==> src/rtl/pool2x2_stream_if.sv <==
// Valid/ready stream bundle carrying one signed word per handshake.
// master drives valid/data, slave drives ready.
interface pool2x2_stream_if #(
    parameter int W = 22
) ();
    logic                valid;
    logic                ready;
    logic signed [W-1:0] data;

    modport master (output valid, output data, input ready);
    modport slave  (input valid, input data, output ready);
endinterface

==> src/rtl/pool2x2_stream.sv <==
// 2x2/stride-2 max/average pooling over a raster-order stream.
// Define POOL_RELU_EN to clamp negative results to zero before the output register.
module pool2x2_stream #(
    parameter int DATA_W     = 22,
    parameter int IMG_WIDTH  = 32,
    parameter int IMG_HEIGHT = 32
) (
    input  logic           clk,
    input  logic           rst,
    input  logic           i_start,
    input  logic           i_abort,
    input  logic           i_mode,
    pool2x2_stream_if.slave  i_px,
    pool2x2_stream_if.master o_res,
    output logic           o_busy,
    output logic           o_done
);
    if ((IMG_WIDTH % 2) != 0 || IMG_WIDTH < 2) begin : g_bad_width
        $error("IMG_WIDTH must be even and >= 2");
    end
    if ((IMG_HEIGHT % 2) != 0 || IMG_HEIGHT < 2) begin : g_bad_height
        $error("IMG_HEIGHT must be even and >= 2");
    end

    localparam int XW = (IMG_WIDTH > 2) ? $clog2(IMG_WIDTH) : 1;
    localparam int YW = (IMG_HEIGHT > 2) ? $clog2(IMG_HEIGHT) : 1;
    localparam int SW = DATA_W + 2;

    typedef enum logic [1:0] {S_IDLE, S_RUN, S_DRAIN, S_DONE} state_t;

    state_t                   r_state;
    state_t                   w_next;
    logic [XW-1:0]            r_x;
    logic [YW-1:0]            r_y;
    logic                     r_mode;
    logic signed [DATA_W-1:0] r_line [IMG_WIDTH];
    logic signed [DATA_W-1:0] r_col;
    logic signed [DATA_W-1:0] r_res;
    logic                     r_ov;

    logic                     w_in_ready;
    logic                     w_acc;
    logic                     w_abort;
    logic                     w_last_x;
    logic                     w_last_y;
    logic                     w_win;
    logic [XW-1:0]            w_tl_idx;
    logic signed [DATA_W-1:0] w_tl, w_tr, w_bl, w_br;
    logic signed [DATA_W-1:0] w_m0, w_m1, w_max;
    logic signed [SW-1:0]     w_sum;
    logic signed [DATA_W-1:0] w_avg;
    logic signed [DATA_W-1:0] w_pick;
    logic signed [DATA_W-1:0] w_res;
    logic                     w_unused;

    assign w_in_ready = (r_state == S_RUN) && (!r_ov || o_res.ready);
    assign w_acc      = i_px.valid && w_in_ready;
    assign w_abort    = i_abort && (r_state != S_IDLE);
    assign w_last_x   = (r_x == XW'(IMG_WIDTH - 1));
    assign w_last_y   = (r_y == YW'(IMG_HEIGHT - 1));
    assign w_win      = w_acc && r_x[0] && r_y[0];

    // Window sources: top row from the line buffer, bottom-left from the column register.
    assign w_tl_idx = r_x - XW'(1);
    assign w_tl     = r_line[w_tl_idx];
    assign w_tr     = r_line[r_x];
    assign w_bl     = r_col;
    assign w_br     = i_px.data;

    assign w_m0  = (w_tl > w_tr) ? w_tl : w_tr;
    assign w_m1  = (w_bl > w_br) ? w_bl : w_br;
    assign w_max = (w_m0 > w_m1) ? w_m0 : w_m1;

    assign w_sum = {{2{w_tl[DATA_W-1]}}, w_tl} + {{2{w_tr[DATA_W-1]}}, w_tr}
                 + {{2{w_bl[DATA_W-1]}}, w_bl} + {{2{w_br[DATA_W-1]}}, w_br};
    // Bits [SW-1:2] are sum >>> 2; the result always fits back in DATA_W.
    assign w_avg    = w_sum[SW-1:2];
    assign w_unused = &{1'b0, w_sum[1:0]};

    assign w_pick = r_mode ? w_avg : w_max;

`ifdef POOL_RELU_EN
    assign w_res = w_pick[DATA_W-1] ? '0 : w_pick;
`else
    assign w_res = w_pick;
`endif

    always_comb begin
        w_next = r_state;
        unique case (r_state)
            S_IDLE:  if (i_start && !i_abort) w_next = S_RUN;
            S_RUN:   if (i_abort) w_next = S_IDLE;
                     else if (w_acc && w_last_x && w_last_y) w_next = S_DRAIN;
            S_DRAIN: if (i_abort) w_next = S_IDLE;
                     else if (!r_ov || o_res.ready) w_next = S_DONE;
            S_DONE:  w_next = S_IDLE;
            default: w_next = S_IDLE;
        endcase
    end

    always_ff @(posedge clk) begin
        if (rst) begin
            r_state <= S_IDLE;
            r_mode  <= 1'b0;
        end else begin
            r_state <= w_next;
            if (r_state == S_IDLE && i_start && !i_abort)
                r_mode <= i_mode;
        end
    end

    always_ff @(posedge clk) begin
        if (rst || w_abort) begin
            r_x <= '0;
            r_y <= '0;
        end else if (w_acc) begin
            if (w_last_x) begin
                r_x <= '0;
                r_y <= w_last_y ? '0 : r_y + YW'(1);
            end else begin
                r_x <= r_x + XW'(1);
            end
        end
    end

    always_ff @(posedge clk) begin
        if (rst) begin
            for (int i = 0; i < IMG_WIDTH; i++)
                r_line[i] <= '0;
            r_col <= '0;
        end else if (w_acc) begin
            if (!r_y[0])
                r_line[r_x] <= i_px.data;
            else if (!r_x[0])
                r_col <= i_px.data;
        end
    end

    // A new result may load on the same edge the previous one drains.
    always_ff @(posedge clk) begin
        if (rst) begin
            r_ov  <= 1'b0;
            r_res <= '0;
        end else if (w_abort) begin
            r_ov <= 1'b0;
        end else if (w_win) begin
            r_ov  <= 1'b1;
            r_res <= w_res;
        end else if (o_res.ready) begin
            r_ov <= 1'b0;
        end
    end

    assign i_px.ready  = w_in_ready;
    assign o_res.valid = r_ov;
    assign o_res.data  = r_res;
    assign o_busy      = (r_state != S_IDLE);
    assign o_done      = (r_state == S_DONE);
endmodule

==> src/flat_wrapper.sv <==
// flat-port wrapper written by rule: the top's interface ports become plain ports
module pool2x2_stream_flat 
#(
    parameter int DATA_W     = 22,
    parameter int IMG_WIDTH  = 32,
    parameter int IMG_HEIGHT = 32
)
  (clk, rst, i_start, i_abort, i_mode, o_busy, o_done, i_px_valid, i_px_data, i_px_ready, o_res_valid, o_res_data, o_res_ready);
  pool2x2_stream_if #(.W((22))) i_px_i ();
  pool2x2_stream_if #(.W((22))) o_res_i ();
  input  logic clk;
  input  logic rst;
  input  logic i_start;
  input  logic i_abort;
  input  logic i_mode;
  output logic o_busy;
  output logic o_done;
  input wire logic [$bits(i_px_i.valid)-1:0] i_px_valid;
  input wire logic [$bits(i_px_i.data)-1:0] i_px_data;
  output wire logic [$bits(i_px_i.ready)-1:0] i_px_ready;
  output wire logic [$bits(o_res_i.valid)-1:0] o_res_valid;
  output wire logic [$bits(o_res_i.data)-1:0] o_res_data;
  input wire logic [$bits(o_res_i.ready)-1:0] o_res_ready;
  assign i_px_i.valid = i_px_valid;
  assign i_px_i.data = i_px_data;
  assign i_px_ready = i_px_i.ready;
  assign o_res_valid = o_res_i.valid;
  assign o_res_data = o_res_i.data;
  assign o_res_i.ready = o_res_ready;
  pool2x2_stream #(.DATA_W(DATA_W), .IMG_WIDTH(IMG_WIDTH), .IMG_HEIGHT(IMG_HEIGHT)) u_core (.clk(clk), .rst(rst), .i_start(i_start), .i_abort(i_abort), .i_mode(i_mode), .i_px(i_px_i), .o_res(o_res_i), .o_busy(o_busy), .o_done(o_done));
endmodule
==> config.mk <==
export PLATFORM = sky130hd
export DESIGN_NAME = pool2x2_stream_flat
export DESIGN_NICKNAME = d
export VERILOG_FILES = /design/src/rtl/pool2x2_stream_if.sv /design/src/rtl/pool2x2_stream.sv /design/src/flat_wrapper.sv
export SDC_FILE = /design/constraint.sdc
export NUM_CORES = 2
export LEC_CHECK = 0
export BUFFER_PORTS_ARGS = -buffer_cell sky130_fd_sc_hd__buf_2
export CAP_MARGIN = 20
export CORE_MARGIN = 2
export CORE_UTILIZATION = 55
export DETAILED_ROUTE_END_ITERATION = 12
export PLACE_DENSITY = 0.85
export SLEW_MARGIN = 30
export SYNTH_ARGS = -nofsm -noshare
export SYNTH_HDL_FRONTEND = slang
export SYNTH_SLANG_ARGS = --single-unit
==> constraint.sdc <==
create_clock -name clk -period 8 [get_ports clk]
set_clock_uncertainty 0.15 [all_clocks]
set_input_delay 1.2 -clock clk [delete_from_list [all_inputs] [get_ports clk]]
set_output_delay 1.2 -clock clk [all_outputs]
set_load 0.05 [all_outputs]
---- Word level (Yosys, flattened, before mapping) ----
Memory sizes are Yosys's and may differ from the RTL's. A register that Yosys moved wholly into a read port is not among the register bits.
Cells that the tools add are included.
Widths: inputs -> output; s select.
storage, ports and cells
  register bits after elaboration ......... 58
  RAM bits ................................ 704
  input port bits ......................... 29
  output and inout bits ................... 26
  word-level logic and storage cells ...... 75
  memories ................................ 1
operators by class
  add/subtract/negate cells ............... 6
  $lt $le $gt $ge ......................... 3
  equal/unequal tests ..................... 8
  muxes and demuxes ....................... 25
  bitwise operators ....................... 2
  reductions and logical operators ........ 23
memory list
  memory         words  width  read ports  clocked after memory_dff  wr ports  RTL line              text
  u_core.r_line  32     22     2           1                         32        pool2x2_stream.sv:36  logic signed [DATA_W-1:0] r_line [IMG_WIDTH];
operator list
  cell                 count
  $mux 22              5
  $gt 22x22->1         3
  $add 24x24->24       2
  $mux 5               5
  $add 22x22->23       1
  $reduce_or 22->1     1
  $add 5x1->5 const B  2
  $eq 5x5->1 const B   2
  $logic_and 1x1->1    10
  $mux 2               5
  $mux 1               9
  $pmux 2 s4           1
  $reduce_and 3->1     2
  $sub 5x1->5 const B  1
  $eq 2x2->1 const B   2
  $reduce_and 2->1     2
  $reduce_bool 2->1    2
  $ne 3x2->1 const B   1
  $ne 3x3->1 const B   1
  $eq 2x1->1 const B   1
  $logic_not 1->1      2
  $logic_not 2->1      1
  $logic_or 1x1->1     2
  $ne 2x1->1 const B   1
  other kinds (2)      3

---- Longest topological paths before layout ----
  depth in word-level cells ............... 9
  depth in mapped cells ................... 39
  gate-level depth less buffers ........... 30

---- Worst setup path after synthesis ----
OpenSTA, ideal clock, no wires.
  kind .................................... register -> register
  start ................................... register u_core.r_x[0]
  end ..................................... register u_core.r_res[6] (netlist: u_core.o_res.data[6])
  library setup time ...................... 117 ps
  data arrival time ....................... 7957 ps
  data required time ...................... 7733 ps
  path slack .............................. -224 ps
  stages on the path, launching flop included .. 35
  path buffers ............................ 11
  clock period less this slack ............ 8224 ps
  cells stage by stage .................... dfxtp_1 > buf_2 > buf_4 > buf_4 > buf_4 > buf_2 > inv_1 > ha_1 > clkbuf_1 > buf_2 > clkbuf_1 > clkbuf_1 > mux4_2 > mux4_2 > mux2i_1 > inv_1 > ha_1 > nor4_2 > nand4_1 > or4b_1 > a221o_1 > a31oi_2 > buf_6 > buf_12 > mux2i_1 > ha_1 > a21oi_1 > o221a_2 > o21ai_0 > a21oi_1 > o21a_1 > nand2_1 > or2_2 > o21a_1 > a32o_1
between the ends
  cells in the longest elaborated chain, start to end .. 7
  elaborated cells between the ends (all ways) .. 13
  those cells by class .................... 4 x add/sub; 2 x order compare; 3 x mux; 3 x reduce/logical; 1 x memory
RTL lines
  element                                                                 RTL line               text
  start, declared                                                         pool2x2_stream.sv:33   logic [XW-1:0] r_x;
  start signal, assigned                                                  pool2x2_stream.sv:121  r_x <= r_x + XW'(1);
  parallel branches: the longest is 7 deep, another holds $add 24x24->24  --
  end signal, assigned                                                    pool2x2_stream.sv:148  r_res <= w_res;
  end, declared                                                           pool2x2_stream.sv:38   logic signed [DATA_W-1:0] r_res;
Several ways; the timed one is not identified.
A chain may end at the register's enable or synchronous reset.

---- Worst setup path after layout ----
  start ................................... register u_core.r_x[1]
  end ..................................... register u_core.r_res[20] (netlist: u_core.o_res.data[20])
between the ends
  cells in the longest elaborated chain, start to end .. 7
  elaborated cells between the ends (all ways) .. 10
  those cells by class .................... 4 x add/sub; 2 x order compare; 3 x mux; 1 x memory
RTL lines
  element                                                                 RTL line              text
  $sub 5x1->5 *                                                           pool2x2_stream.sv:64  assign w_tl_idx = r_x - XW'(1);
  $mem_v2 32x22 *                                                         --
  parallel branches: the longest is 4 deep, another holds $add 24x24->24  --
  $mux 22 *                                                               pool2x2_stream.sv:80  assign w_pick = r_mode ? w_avg : w_max;
Every way passes the cells marked *.

==> qor.txt <==
Static Leakage: 16.0 nW
Fillers: 5534
Startpoint types: flip-flop
RR Startpoint: u_core.r_x[1]
Top FF cell, synth: edfxtp_1
Hold Fails Final Rpt: 0
Largest stage delay, worst path: 0.48 ns
Die Wd: 288 um
Core area: 80200 um^2
Worst Hold End: u_core.o_res.data[19]
First drt pass iteration count: 8
Vias per inst: 7.80
Area delta synth->final: 11.1%
Pin count of the biggest net entering global routing: 95
CP Data Arrival Time: 8.38 ns
R2R cell count: 30
Critical R2R Capture: u_core.o_res.data[20]
Met3 Use GR: 11.6%
Remaining Overflow, GRT: 0
Required time worst endpoint: 8.42 ns
CTS max path bufs: 3
Crit end category: flip-flop
Synth Area per Inst: 13.2 um^2
Site Rows: 104
GPL Wtd Cong: 0.971
Flops & latches, synth: 767
CTS Root Buffer Type: clkbuf_16
ANT nets after route: 0
Synth Net Count: 3525
EDFF count, synth: 704
Status: completed
Worst-path maximum fanout: 28
Final worst slack: 0.0354 ns
Most common cell on crit path: a21oi_1
Synth Area in XOR/XNOR: 0.831%
WL final: 149000 um
First-pass GRT wire length: 217000 um
Multiplexer share of the synthesized area: 23.2%
Area leader, netlist: edfxtp_1
Hold WS: 0.320 ns
Worst skew pair latency: 0.70 ns
Hold Buf Count CTS: 0
Hold Crit Depth: 2
Async set-reset flop share out of synthesis: 0%
Grt met2 use: 54.7%
I/O Pins: 55
Starting density of the core: 55.3%
Clock sinks: 767
Peak Freq: 0.126 GHz
Chip height: 288 um
Most frequent cell after synthesis: nor3_1
Netlist cell types: 74
Fin. max-slew vios: 0
Part of the cycle the worst path needs: 99.6%
Port bufs: 54
Synth warn: 0
Setup Slack @ Placement: -0.329 ns
Hold WC Path Type: reg2reg
CTS tree: done
Simple-gate area share of the yosys netlist: 11.5%
Synthesized area: 44300 um^2
Layout Nets: 3451
Hpwl dp: 88100 um
Synth Area in Compound Gates: 4.69%
Final min period: 7.96 ns
Vias in the first global route: 33.8k
Seq/Total Area, Yosys: 50.6%
Die area: 82800 um^2
Slowest cell on crit path: dfxtp_1
Total power: 10.2 mW
Share of the synthesized area in the top cell type: 47.7%
R2r setup slk: 0.04 ns
PD cells: 207 nW/um^2
Drt wl/cell: 33.8 um
Clock transition at the registers of the reported paths: 0.07 ns
Peak supply drop: 0.000139 V
Worst-margin pin slew: 1.07 ns
Post-synth top cells: nor3_1 (720), edfxtp_1 (704), mux4_2 (406)
Clock H-tree levels: 3
Met1 global-route usage: 42.9%
RSZ-0062 raised after global routing: yes
Gr usage total: 35.3%
Hold Startpoint: u_core.o_res.data[19]
DRC: 0
Adder-cell share of the synthesized area: 4.39%
Initial DRC Count: 6653
Top cells by area, synth: edfxtp_1 (48%), mux4_2 (21%), nor3_1 (8.1%)
Initial antenna violation count: 3
Largest family of logic cells by synthesized area: multiplexers
CP Class: reg2reg
Vias: 34.4k
GR peak layer: met2
Cells after synthesis: 3355
Share of cells above drive strength 1: 25.1%
Slew HR: 28.8%
CTS Buf Count: 78
Setup violators final: 0
Max Cap Violations: 0
==> worst max-delay path, delay by kind of cell (launching register included) <==
family | cells | cell delay (ns)
muxes | 1 | 0.36
AOI/OAI and AO/OA | 13 | 2.83
DFF | 1 | 0.48
xor gates and xnor gates | 2 | 0.49
and+or+nand+nor | 3 | 0.61
adders and majority gates | 5 | 1.82
buffers and inverters | 6 | 1.05
==> how the worst max path moves through the flow <==
stage	slack, ns	from	to	depth (start not counted)
finish	0.04	u_core.r_x[1]	u_core.o_res.data[20]	30
global route	-0.06	u_core.r_x[1]	u_core.o_res.data[19]	28
CTS	0.03	u_core.r_x[1]	u_core.o_res.data[19]	29
detailed placement	-0.33	u_core.r_x[1]	u_core.o_res.data[20]	30
global placement	-0.22	u_core.r_x[1]	u_core.o_res.data[20]	30
floorplan	0.007	u_core.r_x[0]	u_core.o_res.data[6]	34
==> power by group <==
part           switching (mW)  total, mW  leakage (nW)  internal [mW]
Clock                    1.69       3.82          1.25           2.13
Sequential              0.121       4.65          7.41           4.53
Combinational            1.01       1.69          7.35          0.684
==> cells in the final DEF (no fill, tap or decap), types with 18 or more instances in the layout <==
cell type / count
buf_2: 54
buf_4: 126
clkbuf_16: 82
nor2_1: 52
inv_1: 154
nand3_1: 37
nor2b_1: 18
nor3_1: 718
nand2_1: 128
a21o_1: 25
edfxtp_1: 704
fa_1: 24
ha_1: 116
mux4_2: 406
dfxtp_1: 58
a21oi_1: 97
o21ai_0: 36
xnor2_1: 27
o21ai_4: 23
mux2i_1: 90
==> flip-flops by register name, summed over array words and instances (netlist names), named ones only <==
name                count
u_core.r_mode           1
u_core.r_state          2
u_core.o_res.valid      1
u_core.r_x              5
u_core.o_res.data      22
u_core.r_line         704
u_core.r_y              5
u_core.r_col           22
==> layout make-up <==
class,instances,area [um^2],area share (%)
Clock buffer,87,2030,4.12
Sequential cell,767,22400,45.6
Multi-Input combinational cell,2059,20300,41.3
Timing Repair Buffer,216,1960,3.98
Inverter,159,597,1.21
Clock inverter,56,561,1.14
Antenna cell,1,2.50,0.00509
Tap cell,1060,1330,2.70
==> per-layer routing <==
metal | vias to the layer above | wire, um
li1 | 13000 | -
met1 | 16300 | 44000
met2 | 4036 | 67300
met3 | 991 | 25500
met4 | 8 | 12000
met5 | - | 113
==> cell families (layout without fill, tap and decap cells) <==
family / after synthesis / count (layout)
compound gates: 323 / 323
xor+xnor: 42 / 42
fa+ha+maj: 141 / 141
buf+inv: 529 / 518
flops: 767 / 767
mux: 517 / 517
other cells: 0 / 1
simple gates: 1036 / 1036
==> through the flow <==
step           instances  util [%]  cell area [um^2]  TNS, ns
2_1_floorplan       3355         -             44300        0
3_3_place_gp        4240      57.5             46100   -0.423
3_5_place_dp        4252      57.9             46400   -0.697
4_1_cts             4395      61.1             49000        0
5_1_grt             4404      61.4             49200  -0.0941
6_report            4405      61.4             49200        0
==> what timing repair did <==
action | 4_1_cts | 5_1_grt
hold endpoints to repair | 0 | 0
gates cloned | 0 | 2
setup endpoints to repair | 4 | 21
pin swaps | 1 | 2
buffers inserted | 1 | 7
gates resized for setup | 1 | 28
Power figures use the tool's default switching activity.
